[src/rtl/vector_mem_pkg.sv]
// Shared types, widths and helpers for the vector memory responder.
// Widths: ADDR_W RAM byte address, ELEM_W lane/RAM data, LANES lanes per vector.
package vector_mem_pkg;

  localparam int unsigned ADDR_W = 16;
  localparam int unsigned ELEM_W = 8;
  localparam int unsigned LANES  = 16;
  localparam int unsigned VEC_W  = LANES * ELEM_W;
  localparam int unsigned IDX_W  = $clog2(LANES);

  typedef enum logic [2:0] {
    IDLE,
    WRITE,
    READ,
    READ_TAIL,
    DONE
  } vmr_state_t;

  // Byte address of a lane; wraps modulo 2**ADDR_W.
  function automatic logic [ADDR_W-1:0] lane_addr(input logic [ADDR_W-1:0] base,
                                                  input logic [IDX_W-1:0]  idx);
    return ADDR_W'(base + ADDR_W'(idx));
  endfunction

  // Extract one lane from a packed vector.
  function automatic logic [ELEM_W-1:0] lane_sel(input logic [VEC_W-1:0] vec,
                                                 input logic [IDX_W-1:0] idx);
    return vec[idx*ELEM_W +: ELEM_W];
  endfunction

endpackage

[src/rtl/vector_mem_responder_if.sv]
// Request/response bus between the Memory stage (master) and the responder (slave).
// master drives req_valid/req_write/req_addr/req_wdata/req_mask;
// slave drives req_ready/busy/done/resp_rdata.
interface vector_mem_responder_if;
  import vector_mem_pkg::*;

  logic              req_valid;
  logic              req_ready;
  logic              req_write;
  logic [ADDR_W-1:0] req_addr;
  logic [VEC_W-1:0]  req_wdata;
  logic [LANES-1:0]  req_mask;
  logic              busy;
  logic              done;
  logic [VEC_W-1:0]  resp_rdata;

  modport master (
    output req_valid, req_write, req_addr, req_wdata, req_mask,
    input  req_ready, busy, done, resp_rdata
  );

  modport slave (
    input  req_valid, req_write, req_addr, req_wdata, req_mask,
    output req_ready, busy, done, resp_rdata
  );

endinterface

[src/rtl/vector_lane_assembler.sv]
// Assembly register for load data: LANES x ELEM_W with a per-lane write enable.
// Ports: clk, reset (async active-high), we (lane write), lane (lane index),
//        din (lane data), vec (assembled vector).
module vector_lane_assembler
  import vector_mem_pkg::*;
(
  input  logic              clk,
  input  logic              reset,
  input  logic              we,
  input  logic [IDX_W-1:0]  lane,
  input  logic [ELEM_W-1:0] din,
  output logic [VEC_W-1:0]  vec
);

  // Lane write storage.
  always_ff @(posedge clk or posedge reset) begin
    if (reset) begin
      vec <= '0;
    end else if (we) begin
      vec[lane*ELEM_W +: ELEM_W] <= din;
    end
  end

endmodule

[src/rtl/vector_mem_responder.sv]
// Memory-side responder: serialises one 128-bit vector load/store into LANES
// byte accesses on a registered 8-bit RAM port.
// Ports: clk, reset (async active-high), bus (slave side of request bus),
//        ram_addr/ram_wdata/ram_wren (RAM drive), ram_rdata (RAM data, 1-cycle latency).
module vector_mem_responder
  import vector_mem_pkg::*;
(
  input  logic                    clk,
  input  logic                    reset,
  vector_mem_responder_if.slave   bus,
  output logic [ADDR_W-1:0]       ram_addr,
  output logic [ELEM_W-1:0]       ram_wdata,
  output logic                    ram_wren,
  input  logic [ELEM_W-1:0]       ram_rdata
);

  vmr_state_t        state, state_n;
  logic [IDX_W-1:0]  idx, idx_n, idx_inc;
  logic [ADDR_W-1:0] base_q, base_n;
  logic [VEC_W-1:0]  wdata_q, wdata_n;
  logic [LANES-1:0]  mask_q, mask_n;

  // Next values of registered outputs; every output is a function of the next state.
  logic              req_ready_n, busy_n, done_n, ram_wren_n;
  logic [ADDR_W-1:0] ram_addr_n;
  logic [ELEM_W-1:0] ram_wdata_n;
  logic [VEC_W-1:0]  resp_rdata_n;

  logic              asm_we;
  logic [IDX_W-1:0]  asm_lane;
  logic [VEC_W-1:0]  asm_vec;

  assign idx_inc = idx + IDX_W'(1);

  vector_lane_assembler u_asm (
    .clk   (clk),
    .reset (reset),
    .we    (asm_we),
    .lane  (asm_lane),
    .din   (ram_rdata),
    .vec   (asm_vec)
  );

  // Next-state, request latch and output decode.
  always_comb begin
    state_n      = state;
    idx_n        = idx;
    base_n       = base_q;
    wdata_n      = wdata_q;
    mask_n       = mask_q;
    ram_addr_n   = ram_addr;
    ram_wdata_n  = ram_wdata;
    ram_wren_n   = 1'b0;
    resp_rdata_n = bus.resp_rdata;
    asm_we       = 1'b0;
    asm_lane     = idx - IDX_W'(1);

    case (state)
      IDLE: begin
        if (bus.req_valid && bus.req_ready) begin
          base_n     = bus.req_addr;
          wdata_n    = bus.req_wdata;
          mask_n     = bus.req_mask;
          idx_n      = '0;
          ram_addr_n = bus.req_addr;
          if (bus.req_write) begin
            state_n     = WRITE;
            ram_wdata_n = lane_sel(bus.req_wdata, '0);
            ram_wren_n  = bus.req_mask[0];
          end else begin
            state_n = READ;
          end
        end
      end

      WRITE: begin
        if (idx == IDX_W'(LANES - 1)) begin
          state_n = DONE;
        end else begin
          idx_n       = idx_inc;
          ram_addr_n  = lane_addr(base_q, idx_inc);
          ram_wdata_n = lane_sel(wdata_q, idx_inc);
          ram_wren_n  = mask_q[idx_inc];
        end
      end

      READ: begin
        // RAM data trails the address by one cycle, so lane idx-1 arrives now.
        asm_we = (idx != '0);
        if (idx == IDX_W'(LANES - 1)) begin
          state_n = READ_TAIL;
        end else begin
          idx_n      = idx_inc;
          ram_addr_n = lane_addr(base_q, idx_inc);
        end
      end

      READ_TAIL: begin
        // Last lane is merged directly so the response is complete in the done cycle.
        asm_we   = 1'b1;
        asm_lane = IDX_W'(LANES - 1);
        resp_rdata_n = asm_vec;
        resp_rdata_n[VEC_W-1 -: ELEM_W] = ram_rdata;
        state_n  = DONE;
      end

      DONE: begin
        state_n = IDLE;
      end

      default: begin
        state_n = IDLE;
      end
    endcase

    req_ready_n = (state_n == IDLE);
    busy_n      = (state_n != IDLE);
    done_n      = (state_n == DONE);
  end

  // State, latch and output registers.
  always_ff @(posedge clk or posedge reset) begin
    if (reset) begin
      state          <= IDLE;
      idx            <= '0;
      base_q         <= '0;
      wdata_q        <= '0;
      mask_q         <= '0;
      bus.req_ready  <= 1'b1;
      bus.busy       <= 1'b0;
      bus.done       <= 1'b0;
      bus.resp_rdata <= '0;
      ram_addr       <= '0;
      ram_wdata      <= '0;
      ram_wren       <= 1'b0;
    end else begin
      state          <= state_n;
      idx            <= idx_n;
      base_q         <= base_n;
      wdata_q        <= wdata_n;
      mask_q         <= mask_n;
      bus.req_ready  <= req_ready_n;
      bus.busy       <= busy_n;
      bus.done       <= done_n;
      bus.resp_rdata <= resp_rdata_n;
      ram_addr       <= ram_addr_n;
      ram_wdata      <= ram_wdata_n;
      ram_wren       <= ram_wren_n;
    end
  end

endmodule

[src/flat_wrapper.sv]
// flat-port wrapper written by rule: the top's interface ports become plain ports
module vector_mem_responder_flat import vector_mem_pkg::*;
  (clk, reset, ram_addr, ram_wdata, ram_wren, ram_rdata, bus_req_valid, bus_req_write, bus_req_addr, bus_req_wdata, bus_req_mask, bus_req_ready, bus_busy, bus_done, bus_resp_rdata);
  vector_mem_responder_if bus_i ();
  input  logic clk;
  input  logic reset;
  output logic [ADDR_W-1:0] ram_addr;
  output logic [ELEM_W-1:0] ram_wdata;
  output logic ram_wren;
  input  logic [ELEM_W-1:0] ram_rdata;
  input wire logic [$bits(bus_i.req_valid)-1:0] bus_req_valid;
  input wire logic [$bits(bus_i.req_write)-1:0] bus_req_write;
  input wire logic [$bits(bus_i.req_addr)-1:0] bus_req_addr;
  input wire logic [$bits(bus_i.req_wdata)-1:0] bus_req_wdata;
  input wire logic [$bits(bus_i.req_mask)-1:0] bus_req_mask;
  output wire logic [$bits(bus_i.req_ready)-1:0] bus_req_ready;
  output wire logic [$bits(bus_i.busy)-1:0] bus_busy;
  output wire logic [$bits(bus_i.done)-1:0] bus_done;
  output wire logic [$bits(bus_i.resp_rdata)-1:0] bus_resp_rdata;
  assign bus_i.req_valid = bus_req_valid;
  assign bus_i.req_write = bus_req_write;
  assign bus_i.req_addr = bus_req_addr;
  assign bus_i.req_wdata = bus_req_wdata;
  assign bus_i.req_mask = bus_req_mask;
  assign bus_req_ready = bus_i.req_ready;
  assign bus_busy = bus_i.busy;
  assign bus_done = bus_i.done;
  assign bus_resp_rdata = bus_i.resp_rdata;
  vector_mem_responder u_core (.clk(clk), .reset(reset), .bus(bus_i), .ram_addr(ram_addr), .ram_wdata(ram_wdata), .ram_wren(ram_wren), .ram_rdata(ram_rdata));
endmodule
[config.mk]
export PLATFORM = sky130hd
export DESIGN_NAME = vector_mem_responder_flat
export DESIGN_NICKNAME = d
export VERILOG_FILES = /design/src/rtl/vector_mem_pkg.sv /design/src/rtl/vector_mem_responder_if.sv /design/src/rtl/vector_lane_assembler.sv /design/src/rtl/vector_mem_responder.sv /design/src/flat_wrapper.sv
export SDC_FILE = /design/constraint.sdc
export NUM_CORES = 1
export LEC_CHECK = 0
export CAP_MARGIN = 20
export CORE_ASPECT_RATIO = 1.25
export CORE_MARGIN = 5
export CORE_UTILIZATION = 57
export DETAILED_ROUTE_END_ITERATION = 6
export PLACE_DENSITY = 0.82
export SYNTH_ARGS = -nofsm -noshare
export SYNTH_HDL_FRONTEND = slang
export SYNTH_SLANG_ARGS = --single-unit
[constraint.sdc]
create_clock -name clk -period 31.9 [get_ports clk]
set_input_delay 7.975 -clock clk [delete_from_list [all_inputs] [get_ports clk]]
set_output_delay 7.975 -clock clk [all_outputs]
set_load 0.05 [all_outputs]
Word level (Yosys, flattened, before mapping)
Cells that the tools add are included.
Word-level totals
  output and inout port bits: 156
  register bits after elaboration: 451
  logic and storage cells: 65
  input port bits: 172
Cells by class
  reductions and logical operators: 11
  shift-type cells: 3
  multiplexer cells: 24
  equal/unequal tests: 9
  $lt $le $gt $ge: 1
  add/subtract/negate cells: 4
Operator list (count)
  bitwise mux 128 bit: 1
  variable shift 8 x 34 -> 128 bit (first input constant): 1
  variable part select 128 x 8 -> 8 bit: 1
  variable part select 8 x 34 -> 128 bit: 1
  negation 7 -> 34 bit: 1
  two-way mux 16 bit: 2
  one-hot mux 16 bit (2 select lines): 1
  two-way mux 8 bit: 3
  adder 16 x 4 -> 16 bit: 1
  one-hot mux 8 bit (2 select lines): 1
  two-way mux 4 bit: 3
  one-hot mux 3 bit (4 select lines): 1
  two-way mux 3 bit: 3
  one-hot mux 4 bit (2 select lines): 1
  equality test 3 x 2 -> 1 bit (second input constant): 2
  zero test 3 bit: 2
  != test 2 bit (second input constant): 3
  less-than comparator 4 x 5 -> 1 bit (second input constant): 1
  adder 4 x 1 -> 4 bit (second input constant): 1
  binary-select mux 1 bit (select 4 bit): 1
  equality test 4 bit (second input constant): 1
  two-way mux 1 bit: 4
  one-hot mux 1 bit (2 select lines): 2
  AND reduction 4 bit: 1
  12 further kinds: 13

Logic depth before layout (Yosys ltp)
Gate-level depths: netlist (run 1).
  depth in word-level cells: 5
  gate-level depth with buffers: 13
  depth with buffers taken out: 10

By module
A second synthesis (run 1) with hierarchy kept.
Unflattened totals
  cells, all modules: 1619
  area total of the unflattened synthesis: 19038.3 µm²
By module, submodules not included
  vector_mem_responder: sequential area each 8084.0 µm², cells an instance 1275, area an instance 14010.9 µm², instances 1
  vector_lane_assembler: sequential area each 3203.1 µm², cells an instance 344, area an instance 5027.3 µm², instances 1

Worst setup path before layout (run 1)
Ideal clock, no wire load.
  kind: in2reg
  start point: input port bus_req_valid
  end point: register u_core.ram_addr[4]
  stages: 7
  slack: 22663 ps
  buffers on the path: 3
  library setup time: 87 ps
  required time: 31813 ps
  arrival: 9151 ps
  cells stage by stage: nor4bb_1 -> and2_1 -> clkbuf_1 -> clkbuf_1 -> buf_2 -> nand2_1 -> o211ai_1
On the way
  word-level cells in the longest chain between the ends: 3
Ends and longest elaborated chain
  start, declared: line flat_wrapper.sv:11  | input wire logic [$bits(bus_i.req_valid)-1:0] bus_req_valid;
  logical AND 1 bit: line vector_mem_responder.sv:60  | if (bus.req_valid && bus.req_ready) begin
  != test 2 x 1 -> 1 bit (no source line)
  AND reduction 3 bit (no source line)
  end signal, assigned: line vector_mem_responder.sv:146  | ram_addr <= ram_addr_n;
  end, declared: line vector_mem_responder.sv:11  | output logic [ADDR_W-1:0] ram_addr,
No other way between the ends.
A chain may end at the register's enable or synchronous reset.

Worst setup path in the final report (run 1)
  start point: input port bus_req_valid
  end point: register u_core.ram_addr[6]
Same word-level chain as after synthesis.

==> results.py, run 1 <==
metrics = {
    "finish": {
        "seqCellArea_um2": 11100,
        "n_fill_cell": 2279,
        "syn_to_final_growth_pct": 26.0,
        "fin_nets": 2284,
        "final_cell_mix": "894 x nand2_1, 441 x dfrtp_1, 327 x clkdlybuf4s50_1, 88 x mux2_2, 44 x clkbuf_16",
        "final_cell_area_um2": 23600,
        "drive_gt1_frac": 0.120,
        "fin_util": 0.725,
        "final_cells": 2554,
        "layout_commonest_cell": "nand2_1",
        "multi_input_area_um2": 7180,
    },
    "synth": {
        "yosys_warnings": 0,
        "synth-simple-area-share": 0.212,
        "syn-num-nets": 2001,
        "ys_seq_area_frac": 0.591,
        "synth_top_family_by_area": "simple AND/OR/NAND/NOR gates",
        "yosys_register_bits": 443,
        "synthDistinctLibCells": 63,
        "synthMuxAreaShare": 0.118,
        "avgSynthCellArea_um2": 10.3,
        "synthCells": 1819,
        "synth_xor_area_frac": 0.00661,
        "synth_area_um2": 18800,
        "synth_fa_ha_area_frac": 0.00707,
        "ys_async_sr_fraction": 1.00,
        "ys.flop_type": "dfrtp_1",
        "synth_edf_count": 0,
        "synth-compound-area-share": 0.0380,
    },
    "routing": {
        "routed_via_density": 5.59,
        "antenna_left": 0,
        "drt_iter0_drc": 1312,
        "drcViolationCount": 0,
        "routed_wl_um": 49800,
        "drtPass1Iterations": 5,
        "vias": 14300,
        "avgRoutedWirePerCell_um": 19.5,
    },
    "global_route": {
        "overflow": 0,
        "antenna_found_initial": 5,
        "first_global_vias": 14700,
        "grt_max_degree": 150,
        "grt_pass1_wl_um": 78400,
        "grt_use_total": 0.271,
    },
    "setup_path": {
        "crit_path_cell_trace": "clkdlybuf4s50_1 -> nor4bb_1 -> and2_4 -> buf_4 -> nand2_1 -> a32oi_1 -> a21o_1",
        "critPathKind": "input pin to flop",
        "path_max_fanout": 94,
        "start_kind": "input pin",
        "cp.required_ns": 32.40,
        "critical-path-max-stage-delay_ns": 0.84,
        "crit_buf_inv": 2,
        "arrival_ns": 11.48,
        "crit_family": "simple AND/OR/NAND/NOR gates",
        "cp_slowest_cell": "and2_4",
        "endpoint_kind": "flop",
    },
    "placed_design": {
        "placed_cells": 2473,
        "place_area_um2": 22200,
        "dp_slack_ns": 20.44,
        "dp_hpwl_um": 33400,
        "portBuffers": 327,
        "place_congestion": 0.837,
    },
    "job": {
        "maxCapViolCount": 0,
    },
    "timing": {
        "setup-violations-final": 0,
        "hold_viol": 0,
        "fin_skew_ns": 0.00921,
        "period_needed_ns": 10.99,
        "whs_ns": 0.459,
        "fmax_mhz": 91.0,
        "rsz0062_at_grt": "no",
        "drv_slew": 0,
        "tightest_slew_ns": 0.978,
        "fin_ws_ns": 20.91,
        "max_slew_margin": 0.346,
        "period_share": 0.344,
        "fin_setup_tns_ns": 0,
    },
    "die": {
        "die_h_um": 213,
        "fp.dieW_um": 172,
        "core_um2": 32600,
        "start_util": 0.575,
        "rows": 74,
        "die_area_um2": 36600,
        "ioPinCount": 328,
    },
    "clock_network": {
        "cts_root_buf": "clkbuf_16",
        "htreeDepth": 2,
        "clk_latency_ns": 0.55,
        "cts_sinks": 443,
        "post_cts_buffers": 0,
        "clk_path_buf_depth": 3,
        "tritoncts": "built",
        "hold_buffers": 0,
        "cts_resized": 0,
        "cts_made_buffers": 43,
        "path_clk_slew_ns": 0.06,
    },
    "power_and_ir_drop": {
        "powerDensity_nw_per_um2": 115,
        "p_leak_nw": 11.5,
        "p_total_mw": 2.71,
        "ir_drop_v": 0.0000952,
    },
    "hold_path": {
        "hp-class": "flop to flop",
    },
    "status": {
        "status": "finished, final reports clean",
    },
}
worst min-delay path, delay by kind of cell (launching register included):
kind	cells	cell delay, ns
AND/OR/NAND/NOR	2	0.10
flip-flops	1	0.34
logic make-up (layout without fill, tap and decap cells):
kind of cell	count (synthesis)	count (layout)
simple gates	987	987
other cells	0	2
flops	443	443
compound gates	102	102
mux	151	151
fa+ha+maj	10	10
buf+inv	114	429
xor+xnor	12	12
cell usage after synthesis, types with 11 or more instances:
cell | n | area [µm²]
nand2_1 | 895 | 3360
dfrtp_1 | 442 | 11100
mux2_2 | 88 | 991
clkbuf_1 | 66 | 248
mux4_2 | 37 | 833
buf_2 | 25 | 125
mux2_4 | 24 | 360
o21ai_0 | 24 | 120
nand3_1 | 17 | 85.1
a21oi_1 | 13 | 65.1
a22oi_1 | 11 | 82.6
inv_1 | 11 | 41.3
nor2_1 | 11 | 41.3
final timing paths:
check | from | end | slack (ns) | cells past startpoint
worst max-delay path | bus_req_valid | u_core.ram_addr[6] | 20.91 | 7
worst min-delay path | u_core.u_asm.vec[115] | u_core.bus.resp_rdata[115] | 0.46 | 2
worst max register to register | u_core.state[2] | u_core.u_asm.vec[101] | 27.52 | 8
worst min register to register | u_core.u_asm.vec[115] | u_core.bus.resp_rdata[115] | 0.46 | 2
max in group asynchronous | reset | u_core.bus.resp_rdata[66] | 21.83 | 6
min in group asynchronous | reset | u_core.wdata_q[113] | 7.76 | 2
metal layers:
metal  global-route usage  part of all wire  wire length, µm  vias to the layer above
met5                    0           0.00074               37                        -
met4               0.0984             0.034             1680                        6
met3               0.0580             0.074             3680                      112
met2                0.459              0.51            25200                      565
met1                0.348              0.39            19200                     7105
li1                     -                 -                -                     6495
power breakdown:
part,switching [mW],total (mW),internal [mW]
logic,0.746,1.22,0.477
clock network,0.214,0.493,0.279
registers,0.171,0.992,0.821
total,1.13,2.71,1.58
sequential cells by signal, indices dropped and copies added (netlist names), 3 cells and up:
name                   cells
u_core.ram_wdata           8
u_core.idx                 4
u_core.mask_q             16
u_core.wdata_q           128
u_core.ram_addr           16
u_core.bus.resp_rdata    128
u_core.u_asm.vec         120
u_core.base_q             16
u_core.state               3
final cells by class:
type,count,area share
Antenna cell,2,0.000212
Clock buffer,62,0.0524
Clock inverter,15,0.00514
Inverter,11,0.00207
Multi-Input combinational cell,1262,0.304
Sequential cell,443,0.469
Tap cell,418,0.0221
Timing Repair Buffer,341,0.145
No activity file was read; power rests on OpenSTA's default activity.
==> inputs of run 2 (changes only) <==
--- a/config.mk
+++ b/config.mk
@@ -8,9 +8,9 @@
 export CAP_MARGIN = 20
 export CORE_ASPECT_RATIO = 1.25
 export CORE_MARGIN = 5
-export CORE_UTILIZATION = 57
+export CORE_UTILIZATION = 48
 export DETAILED_ROUTE_END_ITERATION = 6
-export PLACE_DENSITY = 0.82
+export PLACE_DENSITY = 0.74
 export SYNTH_ARGS = -nofsm -noshare
 export SYNTH_HDL_FRONTEND = slang
 export SYNTH_SLANG_ARGS = --single-unit
==> constraint.sdc (replaced) <==
create_clock -name clk -period 9 [get_ports clk]
set_input_delay 2.25 -clock clk [delete_from_list [all_inputs] [get_ports clk]]
set_output_delay 2.25 -clock clk [all_outputs]
set_load 0.05 [all_outputs]
==> run 2 against run 1 <==
Effect of this change: core utilization shrank 11 points; sequential power grew to 3.5 times the previous value; total power rose to 3.6 times the previous value; first-iteration DRC count down 10%; non-clock buffer count fell by 1; count of clock-buffer cells in the layout increased by 3; register-to-register slack got worse by 22 ns; critical endpoint is now u_core.wdata_q[105]; largest power group unchanged.
==> results.py, run 2 (synthesized netlist as in run 1, its figures left out) <==
metrics = {
    "clock_network": {
        "clk_latency_ns": 0.55,
        "tritoncts": "built",
        "htreeDepth": 2,
        "cts_resized": 0,
        "clk_path_buf_depth": 3,
        "cts_sinks": 443,
        "path_clk_slew_ns": 0.06,
        "hold_buffers": 0,
        "post_cts_buffers": 0,
        "cts_made_buffers": 44,
        "cts_root_buf": "clkbuf_16",
    },
    "hold_path": {
        "holdPathStages": 2,
        "hold_start": "u_core.u_asm.vec[14]",
        "hp-class": "flop to flop",
        "hold_end": "u_core.bus.resp_rdata[14]",
    },
    "finish": {
        "diodes": 0,
        "final_cell_mix": "894 x nand2_1, 441 x dfrtp_1, 327 x clkdlybuf4s50_1, 88 x mux2_2, 44 x clkbuf_16",
        "reg_top3": "u_core.bus.resp_rdata x128, u_core.wdata_q x128, u_core.u_asm.vec x120",
        "drive_gt1_frac": 0.121,
        "layout_commonest_cell": "nand2_1",
        "syn_to_final_growth_pct": 26.9,
        "fin_nets": 2284,
        "n_fill_cell": 3157,
    },
    "setup_path": {
        "critPathKind": "input pin to flop",
        "path_max_fanout": 74,
        "start_kind": "input pin",
        "timing.rr.end": "u_core.u_asm.vec[100]",
        "cp.required_ns": 9.48,
        "rrSetupSlack_ns": 5.49,
        "reg2reg_from": "u_core.state[2]",
        "reg2reg_depth": 7,
        "arrival_ns": 4.94,
        "endpoint_kind": "flop",
    },
    "timing": {
        "fin_ws_ns": 4.54,
        "fin_setup_tns_ns": 0,
        "period_share": 0.495,
        "fin_skew_ns": 0.0128,
        "drv_slew": 0,
        "setup-violations-final": 0,
        "max_slew_margin": 0.290,
        "period_needed_ns": 4.46,
        "tightest_slew_ns": 1.06,
        "hold_viol": 0,
        "rsz0062_at_grt": "no",
        "fmax_mhz": 224,
    },
    "global_route": {
        "antenna_found_initial": 2,
        "overflow": 0,
        "first_global_vias": 14300,
        "grt_pass1_wl_um": 78100,
        "grt_max_degree": 195,
        "grt_use_total": 0.223,
    },
    "die": {
        "rows": 81,
        "core_um2": 38900,
        "ioPinCount": 328,
        "start_util": 0.482,
        "fp.dieW_um": 187,
        "die_h_um": 231,
        "die_area_um2": 43100,
    },
    "routing": {
        "antenna_left": 0,
        "routed_wl_um": 48600,
        "drtPass1Iterations": 6,
        "drt_iter0_drc": 1181,
        "drcViolationCount": 0,
        "routed_via_density": 5.30,
        "avgRoutedWirePerCell_um": 18.5,
        "vias": 13900,
    },
    "status": {
        "status": "finished, final reports clean",
    },
    "placed_design": {
        "portBuffers": 327,
        "place_congestion": 0.816,
        "dp_slack_ns": 4.01,
        "dp_hpwl_um": 33000,
    },
    "power_and_ir_drop": {
        "p_leak_nw": 11.5,
        "ir_drop_v": 0.000208,
        "powerDensity_nw_per_um2": 406,
    },
    "job": {
        "maxCapViolCount": 0,
    },
}
==> run 2: cell count changes in the layout (fill, tap and decap cells not counted), sizes merged <==
cell / before / now
buf: 14 / 13
clkbuf: 62 / 65
bufinv: 1 / 3
inv: 13 / 12
clkinvlp: 1 / 2
diode: 2 / 0
clkinv: 11 / 6
==> run 2: critical path: stages <==
cell and delay (ns):
clkdlybuf4s50_1 0.50, nor4bb_1 0.62, and2_4 0.57, buf_4 0.67, nand2_1 0.14, nand2_1 0.10
==> run 2: metrics by stage <==
step	hold slack [ns]	total power, mW	instance area (µm²)	std cells	util
3_3_place_gp	0.442	7.70	22300	2554	0.574
4_1_cts	0.461	9.74	23800	2631	0.612
3_5_place_dp	0.446	7.84	22300	2554	0.574
6_report	0.458	9.66	23800	2631	0.612
5_1_grt	0.471	10.2	23800	2631	0.612
2_1_floorplan	0.433	6.46	18800	1819	-
==> run 2: how the worst max path moves through the flow <==
stage                              from                  end  depth (start not counted)
after floorplan                   reset     u_core.base_q[0]                          1
after global placement    bus_req_valid      u_core.ram_wren                          5
after detailed placement  bus_req_valid  u_core.wdata_q[119]                          6
after CTS                 bus_req_valid  u_core.wdata_q[119]                          6
after global routing      bus_req_valid  u_core.wdata_q[105]                          6
final                     bus_req_valid  u_core.wdata_q[105]                          6
==> run 2: report_power, final <==
part           switching (mW)  internal, mW  total [mW]  leakage (nW)
logic                    2.63          1.69        4.32          5.31
clock network           0.766          1.09        1.86         0.722
registers               0.576          2.91        3.49          5.46
total                    3.98          5.69        9.66          11.5
==> run 2: layout make-up <==
type | count | area, µm² | share of cell area
flip-flops and latches | 443 | 11100 | 0.466
multi-input cells | 1262 | 7180 | 0.302
clock buffers | 65 | 1300 | 0.0546
inverters | 11 | 45.0 | 0.00189
clock inverters | 12 | 168 | 0.00704
repair buffers | 340 | 3400 | 0.143
well taps | 498 | 623 | 0.0262
==> run 2: routing by layer <==
layer	track usage	up-vias	routed length, µm
met5	0	-	17
li1	-	6500	-
met4	0.0684	4	1300
met3	0.0563	83	3650
met2	0.370	512	23400
met1	0.293	6841	20200
==> inputs of run 3 (changes only) <==
==> constraint.sdc (replaced) <==
create_clock -name clk -period 4.02 [get_ports clk]
set_input_delay 1.005 -clock clk [delete_from_list [all_inputs] [get_ports clk]]
set_output_delay 1.005 -clock clk [all_outputs]
set_load 0.05 [all_outputs]
==> run 3 against run 2 <==
Effect of this change: worst setup slack worse by 4.0 ns; sequential share of layout area is 0.51 points lower; clock skew is 0.011 ns higher; global-route usage is 0.72 points higher; worst hold slack worse by 0.0069 ns; routed wire length is 2.5% higher; via count is 0.98% higher; sequential power is 120% higher; die area stayed put; final cell count is 0.87% higher; flip-flop and latch count stayed put; critical path type is now flop to flop; largest power group unchanged.
==> results.py, run 3 (synthesized netlist as in run 1, its figures left out) <==
metrics = {
    "status": {
        "status": "finished, final reports clean",
    },
    "clock_network": {
        "clk_path_buf_depth": 3,
        "path_clk_slew_ns": 0.06,
        "cts_root_buf": "clkbuf_16",
        "cts_resized": 0,
        "cts_made_buffers": 44,
        "cts_sinks": 443,
        "hold_buffers": 0,
        "post_cts_buffers": 0,
        "clk_latency_ns": 0.56,
        "htreeDepth": 2,
        "tritoncts": "built",
    },
    "routing": {
        "vias": 14100,
        "routed_via_density": 5.30,
        "routed_wl_um": 49800,
        "avgRoutedWirePerCell_um": 18.8,
        "drt_iter0_drc": 988,
        "drcViolationCount": 0,
        "drtPass1Iterations": 6,
        "antenna_left": 0,
    },
    "placed_design": {
        "dp_slack_ns": 0.565,
        "portBuffers": 327,
        "place_area_um2": 22600,
        "place_congestion": 0.863,
        "placed_cells": 2573,
        "dp_hpwl_um": 34500,
    },
    "timing": {
        "hold_viol": 0,
        "fin_setup_tns_ns": 0,
        "period_share": 0.858,
        "setup-violations-final": 0,
        "rsz0062_at_grt": "no",
        "fin_ws_ns": 0.572,
        "drv_slew": 0,
        "tightest_slew_ns": 1.05,
        "period_needed_ns": 3.45,
        "fmax_mhz": 290,
        "max_slew_margin": 0.293,
        "fin_skew_ns": 0.0242,
    },
    "power_and_ir_drop": {
        "ir_drop_v": 0.000492,
        "powerDensity_nw_per_um2": 909,
        "p_leak_nw": 11.6,
    },
    "setup_path": {
        "path_max_fanout": 35,
        "critical-path-max-stage-delay_ns": 0.76,
        "cp_slowest_cell": "or4b_1",
        "critPathKind": "flop to flop",
        "start_kind": "flop",
        "arrival_ns": 3.87,
        "cp.required_ns": 4.45,
        "crit_path_cell_trace": "nand3b_4 -> nand2_2 -> inv_1 -> ha_1 -> a311oi_2 -> or4b_1 -> mux2_4",
        "endpoint_kind": "flop",
    },
    "finish": {
        "final_cells": 2654,
        "fin_nets": 2304,
        "final_cell_mix": "894 x nand2_1, 441 x dfrtp_1, 327 x clkdlybuf4s50_1, 88 x mux2_2, 44 x clkbuf_16",
        "drive_gt1_frac": 0.131,
        "n_fill_cell": 3128,
        "syn_to_final_growth_pct": 28.3,
        "reg_top3": "u_core.bus.resp_rdata x128, u_core.wdata_q x128, u_core.u_asm.vec x120",
        "layout_commonest_cell": "nand2_1",
        "fin_util": 0.618,
        "final_cell_area_um2": 24100,
    },
    "job": {
        "maxCapViolCount": 0,
    },
    "die": {
        "core_um2": 38900,
        "die_area_um2": 43100,
        "die_h_um": 231,
        "rows": 81,
        "ioPinCount": 328,
        "start_util": 0.482,
        "fp.dieW_um": 187,
    },
    "global_route": {
        "first_global_vias": 14700,
        "grt_pass1_wl_um": 80900,
        "grt_use_total": 0.230,
        "overflow": 0,
        "antenna_found_initial": 5,
        "grt_max_degree": 148,
    },
    "hold_path": {
        "hp-class": "flop to flop",
    },
}
-- run 3: stage by stage --
| step | hold WS [ns] | power, mW |
|---|---|---|
| global placement | 0.440 | 17.4 |
| finish | 0.451 | 21.9 |
| detailed placement | 0.447 | 17.7 |
| floorplan | 0.433 | 14.5 |
| CTS | 0.442 | 22.1 |
| global route | 0.480 | 23.2 |
-- run 3: area by class of cell --
| type | instances | area [µm²] | share of cell area |
|---|---|---|---|
| Sequential cell | 443 | 11100 | 0.461 |
| Multi-Input combinational cell | 1262 | 7180 | 0.298 |
| Timing Repair Buffer | 360 | 3620 | 0.150 |
| Clock buffer | 58 | 1230 | 0.0513 |
| Tap cell | 498 | 623 | 0.0259 |
| Clock inverter | 21 | 270 | 0.0112 |
| Inverter | 11 | 45.0 | 0.00187 |
| Antenna cell | 1 | 2.50 | 0.000104 |
-- run 3: layer usage --
layer  global-route usage  wire [µm]  up-vias  part of all wire
met5                    0         41        -           0.00082
met4               0.0571       1090        6             0.022
met3               0.0605       3660       76             0.073
met2                0.384      24400      477              0.49
met1                0.305      20600     6975              0.41
li1                     -          -     6542                 -
-- run 3: final timing paths --
kind	startpoint	endpoint	slack, ns	cells after the start
setup reg to reg	u_core.state[2]	u_core.u_asm.vec[96]	0.57	7
hold / removal	u_core.u_asm.vec[114]	u_core.bus.resp_rdata[114]	0.45	2
hold reg to reg	u_core.u_asm.vec[114]	u_core.bus.resp_rdata[114]	0.45	2
min in group asynchronous	reset	u_core.u_asm.vec[117]	0.89	2
max in group asynchronous	reset	u_core.ram_addr[0]	2.08	3
setup / recovery	u_core.state[2]	u_core.u_asm.vec[96]	0.57	7
-- run 3: report_power, final --
part | switching (mW) | internal [mW] | total [mW]
Combinational | 5.96 | 3.87 | 9.84
Clock | 1.75 | 2.50 | 4.25
Sequential | 1.29 | 6.52 | 7.80
-- run 3: critical path, delay by kind of cell, from the launching register on --
family	cells	cell delay (ns)
compound gates	1	0.35
mux	1	0.40
simple gates	3	1.52
flops	1	0.51
buf+inv	1	0.11
fa+ha+maj	1	0.42
==> patch 1: new RTL, flow settings as in run 2 <==
The package constant `ELEM_W` goes from 8 to 7.
--- a/src/rtl/vector_mem_pkg.sv
+++ b/src/rtl/vector_mem_pkg.sv
@@ -4,5 +4,5 @@
 
   localparam int unsigned ADDR_W = 16;
-  localparam int unsigned ELEM_W = 8;
+  localparam int unsigned ELEM_W = 7;
   localparam int unsigned LANES  = 16;
   localparam int unsigned VEC_W  = LANES * ELEM_W;
Interface: changed (resized bus_req_wdata, bus_resp_rdata, ram_rdata and ram_wdata); port bits go from 328 to 294. The function was not compared with the original's and may differ.
==> patch 1 against run 2 <==
- die area fell by 11%
- via count fell by 28%
- critical path depth rose by 3
- combinational power fell by 12%
- cell area fell by 11%
- synthesized area fell by 11%
- worst setup slack got worse by 0.17 ns
- sequential cell count fell by 48
- largest power group unchanged
- wire length fell by 22%
- power fell by 13%
==> patch 1: results (changes against run 2) <==
The run finished with clean final reports. The power consumed by combinational cells came out at 3.81 mW (-12%). The number of diodes was 2 (+2).

By count the netlist is led by sky130_fd_sc_hd__dfrtp_1 (394), sky130_fd_sc_hd__mux2_2 (359), sky130_fd_sc_hd__mux4_2 (33), sky130_fd_sc_hd__nand2_1 (31), sky130_fd_sc_hd__clkbuf_1 (29). The count of unique library cells instantiated by Yosys came to 62 (-1.6%). The total CTS buffers is 40 (-9.1%).

The clock distribution power is 1.65 mW (-11%). The number of non-clock buffers in the layout was 303 (-11%). The fraction of final layout cells sized beyond drive strength 1 is 35.2% (+23 points). The aggregate routed wire length was 38200 um (-22%). The cell count after placement came out at 1804 (-29%). The largest voltage drop on the vdd net came out at 0.257 mV (+23%). The via count of the first global-routing pass is 10700 (-25%). The number of non-clock inverters in the layout is 14 (+3). The internal power contribution came out at 5.25 mW (-7.6%). The largest registers in the layout are u_core.bus.resp_rdata: 112 flops, u_core.wdata_q: 112 flops, u_core.u_asm.vec: 105 flops. The quantity of I/O buffers inserted on ports is 293 (-10%).

The post-route non-filler standard cell count came out at 1878 (-29%). The HPWL after detailed placement was 26700 um (-19%). The maximum fanout along the worst path came out at 151 (+100%). The worst-case setup slack after placement came out at 3.81 ns (-0.192 ns). The number of antenna violations at the first check in global routing is 3 (+1). The final-layout clock buffer total is 58 (-11%). The instance area at placement came to 0.0199 sq mm (-11%). The detailed-routing iteration count for the pre-antenna-repair pass is 4 (-2). The critical path data arrival time was 5.04 ns (+0.10 ns).

The fraction of area in registers came out at 46.5% (-0.12 points). The net count after synthesis came to 1261 (-37%). The initial DRC count is 447 (-62%). The first-pass GRT wire length came out at 60300 um (-23%).

The largest net degree at the start of global routing was 159 (-18%). The count of vias placed by the detailed router is 10100 (-28%). The number of nets in the layout is 1542 (-32%). The register area share after synthesis is 59.5% (+0.36 points).

The cell leakage power is 9.08 nW (-21%). The multi-input gate share of the layout cell area was 30.0% (-0.20 points). The buffer share of cell area is 14.3% (about the same).

The clock tree skew after final layout was 0.0156 ns (+0.00278 ns). The filler cell count in the final layout came out at 2628 (-17%). The number of cells produced by synthesis came out at 1097 (-40%). The multi-input combinational cell count came out at 624 (-51%). The final sequential cell count is 395 (-11%). The x dimension of the die came to 176 um (-5.5%).
==> patch 1: cell count changes in the layout (fill, tap and decap cells not counted), moves of 8 or more <==
cell and change:
sky130_fd_sc_hd__mux2_4 -24, sky130_fd_sc_hd__clkdlybuf4s50_1 -34, sky130_fd_sc_hd__mux2_2 +271, sky130_fd_sc_hd__a22oi_1 -8, sky130_fd_sc_hd__nand2_1 -863, sky130_fd_sc_hd__mux2i_1 +12, sky130_fd_sc_hd__nor2_1 +13, sky130_fd_sc_hd__dfrtp_1 -48
sky130_fd_sc_hd__a222oi_1 -8, sky130_fd_sc_hd__nand3_1 -8, sky130_fd_sc_hd__a21boi_0 -8, sky130_fd_sc_hd__a221o_1 +8
==> patch 1: worst paths after layout <==
path / from / end / slack [ns] / cells after the start
min in group asynchronous: reset / u_core.u_asm.vec[41]$_DFFE_PP0P_ / 2.26 / 3
setup reg to reg: u_core.state[0]$_DFF_PP0_ / u_core.u_asm.vec[32]$_DFFE_PP0P_ / 5.05 / 9
hold / removal: u_core.ram_addr[12]$_DFFE_PP0P_ / u_core.ram_addr[12]$_DFFE_PP0P_ / 0.48 / 2
max in group asynchronous: reset / u_core.u_asm.vec[73]$_DFFE_PP0P_ / 5.33 / 4
setup / recovery: bus_req_valid / u_core.ram_wdata[1]$_DFFE_PP0P_ / 4.37 / 9
hold reg to reg: u_core.ram_addr[12]$_DFFE_PP0P_ / u_core.ram_addr[12]$_DFFE_PP0P_ / 0.48 / 2
==> patch 1: critical path, cell delays in order <==
cell	delay, ns
sky130_fd_sc_hd__clkdlybuf4s50_1	0.48
sky130_fd_sc_hd__nand2_1	0.08
sky130_fd_sc_hd__a21o_1	0.19
sky130_fd_sc_hd__a221o_1	0.26
sky130_fd_sc_hd__buf_4	0.25
sky130_fd_sc_hd__nor2_4	0.16
sky130_fd_sc_hd__buf_12	0.54
sky130_fd_sc_hd__a21oi_1	0.35
sky130_fd_sc_hd__a221o_1	0.36
==> patch 1: cells by family after synthesis <==
logic type	Yosys count	synth area share [%]
AO/OA/AOI/OAI	86	3.64
XOR/XNOR	12	0.723
adder cells (fa/ha/maj)	9	0.723
buffers and inverters	78	2.19
flip-flops	395	59.5
multiplexers	406	29.6
AND/OR/NAND/NOR	111	3.59
==> patch 1: through the flow <==
| stage | util [%] | power (mW) |
|---|---|---|
| after floorplan | - | 5.73 |
| after global placement | 58.1 | 6.73 |
| after detailed placement | 58.1 | 6.85 |
| after CTS | 62.0 | 8.53 |
| after global routing | 62.0 | 8.90 |
| final | 62.0 | 8.42 |
==> patch 1: routing by layer <==
metal  GRT usage [%]  wire (um)  vias to the layer above  part of all wire (%)
li1                -          -                     4557                     -
met1            24.9      15000                     5161                    39
met2            33.8      19200                      280                    50
met3            6.28       3120                       56                   8.2
met4            5.16        790                        2                   2.1
met5               0         13                        -                 0.034
==> patch 2: new RTL, settings of run 2 <==
Made on the original files. Take the reset off `wdata_q` and load it in a clocked block of its own.
--- a/src/rtl/vector_mem_responder.sv
+++ b/src/rtl/vector_mem_responder.sv
@@ -125,5 +125,4 @@
       idx            <= '0;
       base_q         <= '0;
-      wdata_q        <= '0;
       mask_q         <= '0;
       bus.req_ready  <= 1'b1;
@@ -138,5 +137,4 @@
       idx            <= idx_n;
       base_q         <= base_n;
-      wdata_q        <= wdata_n;
       mask_q         <= mask_n;
       bus.req_ready  <= req_ready_n;
@@ -150,4 +148,8 @@
   end
 
+  always_ff @(posedge clk) begin
+    wdata_q <= wdata_n;
+  end
+
 endmodule
 
Formal check against the unedited RTL: same outputs for any inputs over 4 cycles, from zero or initial values and one cycle with reset high; that may be too few to reach the edited logic, so the function may still have changed.
==> patch 2 against run 2 <==
- utilization increased by 1.9 points
- non-clock buffer count increased by 7
- largest power group unchanged
- sequential cell count unchanged
- power decreased by 5.4%
- worst setup slack got worse by 0.25 ns
- sequential share of layout area increased by 4.3 points
- critical path depth increased by 3
- synthesized area decreased by 5.1%
- cell area decreased by 3.2%
- wire length decreased by 9.2%
- combinational power decreased by 6.9%
- global-route usage decreased by 1.2 points
- final cell count decreased by 11%
- die area decreased by 4.9%
==> patch 2: results (changes against run 2) <==
The via count of the first global-routing pass is 12600 (-12%). The average cell area after synthesis came out at 11.8 sq um (+15%). The worst-case setup slack after placement is 3.44 ns (-0.562 ns).

The per-cell routed wire length came out at 18.9 um (+2.5%). The HPWL after detailed placement came to 30600 um (-7.5%). The filler cell count in the final layout is 2796 (-11%).

In this run the worst setup path terminates at u_core.ram_wdata[0]$_DFFE_PP0P_. The met3 wire length is 3130 um (-14%). The relative slew slack was 26.7% (-2.3 points).

The endpoint identified for the worst register-to-register timing path is u_core.u_asm.vec[17]$_DFFE_PP0P_. The share of async-settable or async-resettable flops after synthesis came out at 71.1% (-29 points). The net count after synthesis came to 1688 (-16%).

The largest net degree at the start of global routing is 174 (-11%). The total CTS buffers came out at 42 (-4.5%). The number of antenna violations at the first check in global routing is 0 (-2).

The run finished with clean final reports. Ranked by total cell area, the synthesized netlist is headed by sky130_fd_sc_hd__dfrtp_1 (44%), sky130_fd_sc_hd__edfxtp_1 (22%), sky130_fd_sc_hd__nand2_1 (11%). The signed area change from the synthesized netlist to the final layout came out at 29.5%.

The arithmetic-cell share of the synthesized area counting full adders, half adders and majority gates came out at 0.746% (+0.038 points). The maximum frequency from static timing analysis came out at 0.213 GHz (-5.3%). The met1 layer usage reported by global route is 26.0% (-3.4 points). The logic depth of the worst register-to-register path is 8 (+1).

The instance area at placement came to 0.0215 sq mm (-3.7%). The register area share after synthesis came out at 65.9% (+6.8 points). The flop-to-flop setup slack was 4.55 ns (-0.94 ns). The global routing met3 resource utilization came to 4.81% (-0.82 points).
patch 2: cell count changes in the layout (fill, tap and decap cells not counted), sizes merged, moves of 9 or more:
cell / run 2 / this run
a21boi: 9 / 0
clkbuf: 65 / 53
dfrtp: 442 / 314
edfxtp: 0 / 128
inv: 12 / 29
mux2: 112 / 64
mux2i: 2 / 18
nand2: 901 / 544
nand3: 18 / 31
nor2: 11 / 39
o21ai: 26 / 88
o31ai: 10 / 1
patch 2: critical path, delay by kind of cell:
kind / cells / cell delay (ns)
buf+inv: 5 / 2.03
compound gates: 1 / 0.15
simple gates: 3 / 0.63
patch 2: area by class of cell:
| cell class | instances | share of cell area, % |
|---|---|---|
| clock buffer | 52 | 4.99 |
| clock inverter | 25 | 1.50 |
| inverter | 28 | 0.494 |
| multi-input combinational | 954 | 24.5 |
| sequential | 443 | 50.9 |
| tap | 480 | 2.61 |
| timing repair buffer | 347 | 15.0 |
patch 2: power by group:
part           switching [mW]  internal, mW
Sequential              0.389          2.83
Combinational            2.59          1.43
Clock                   0.762          1.14
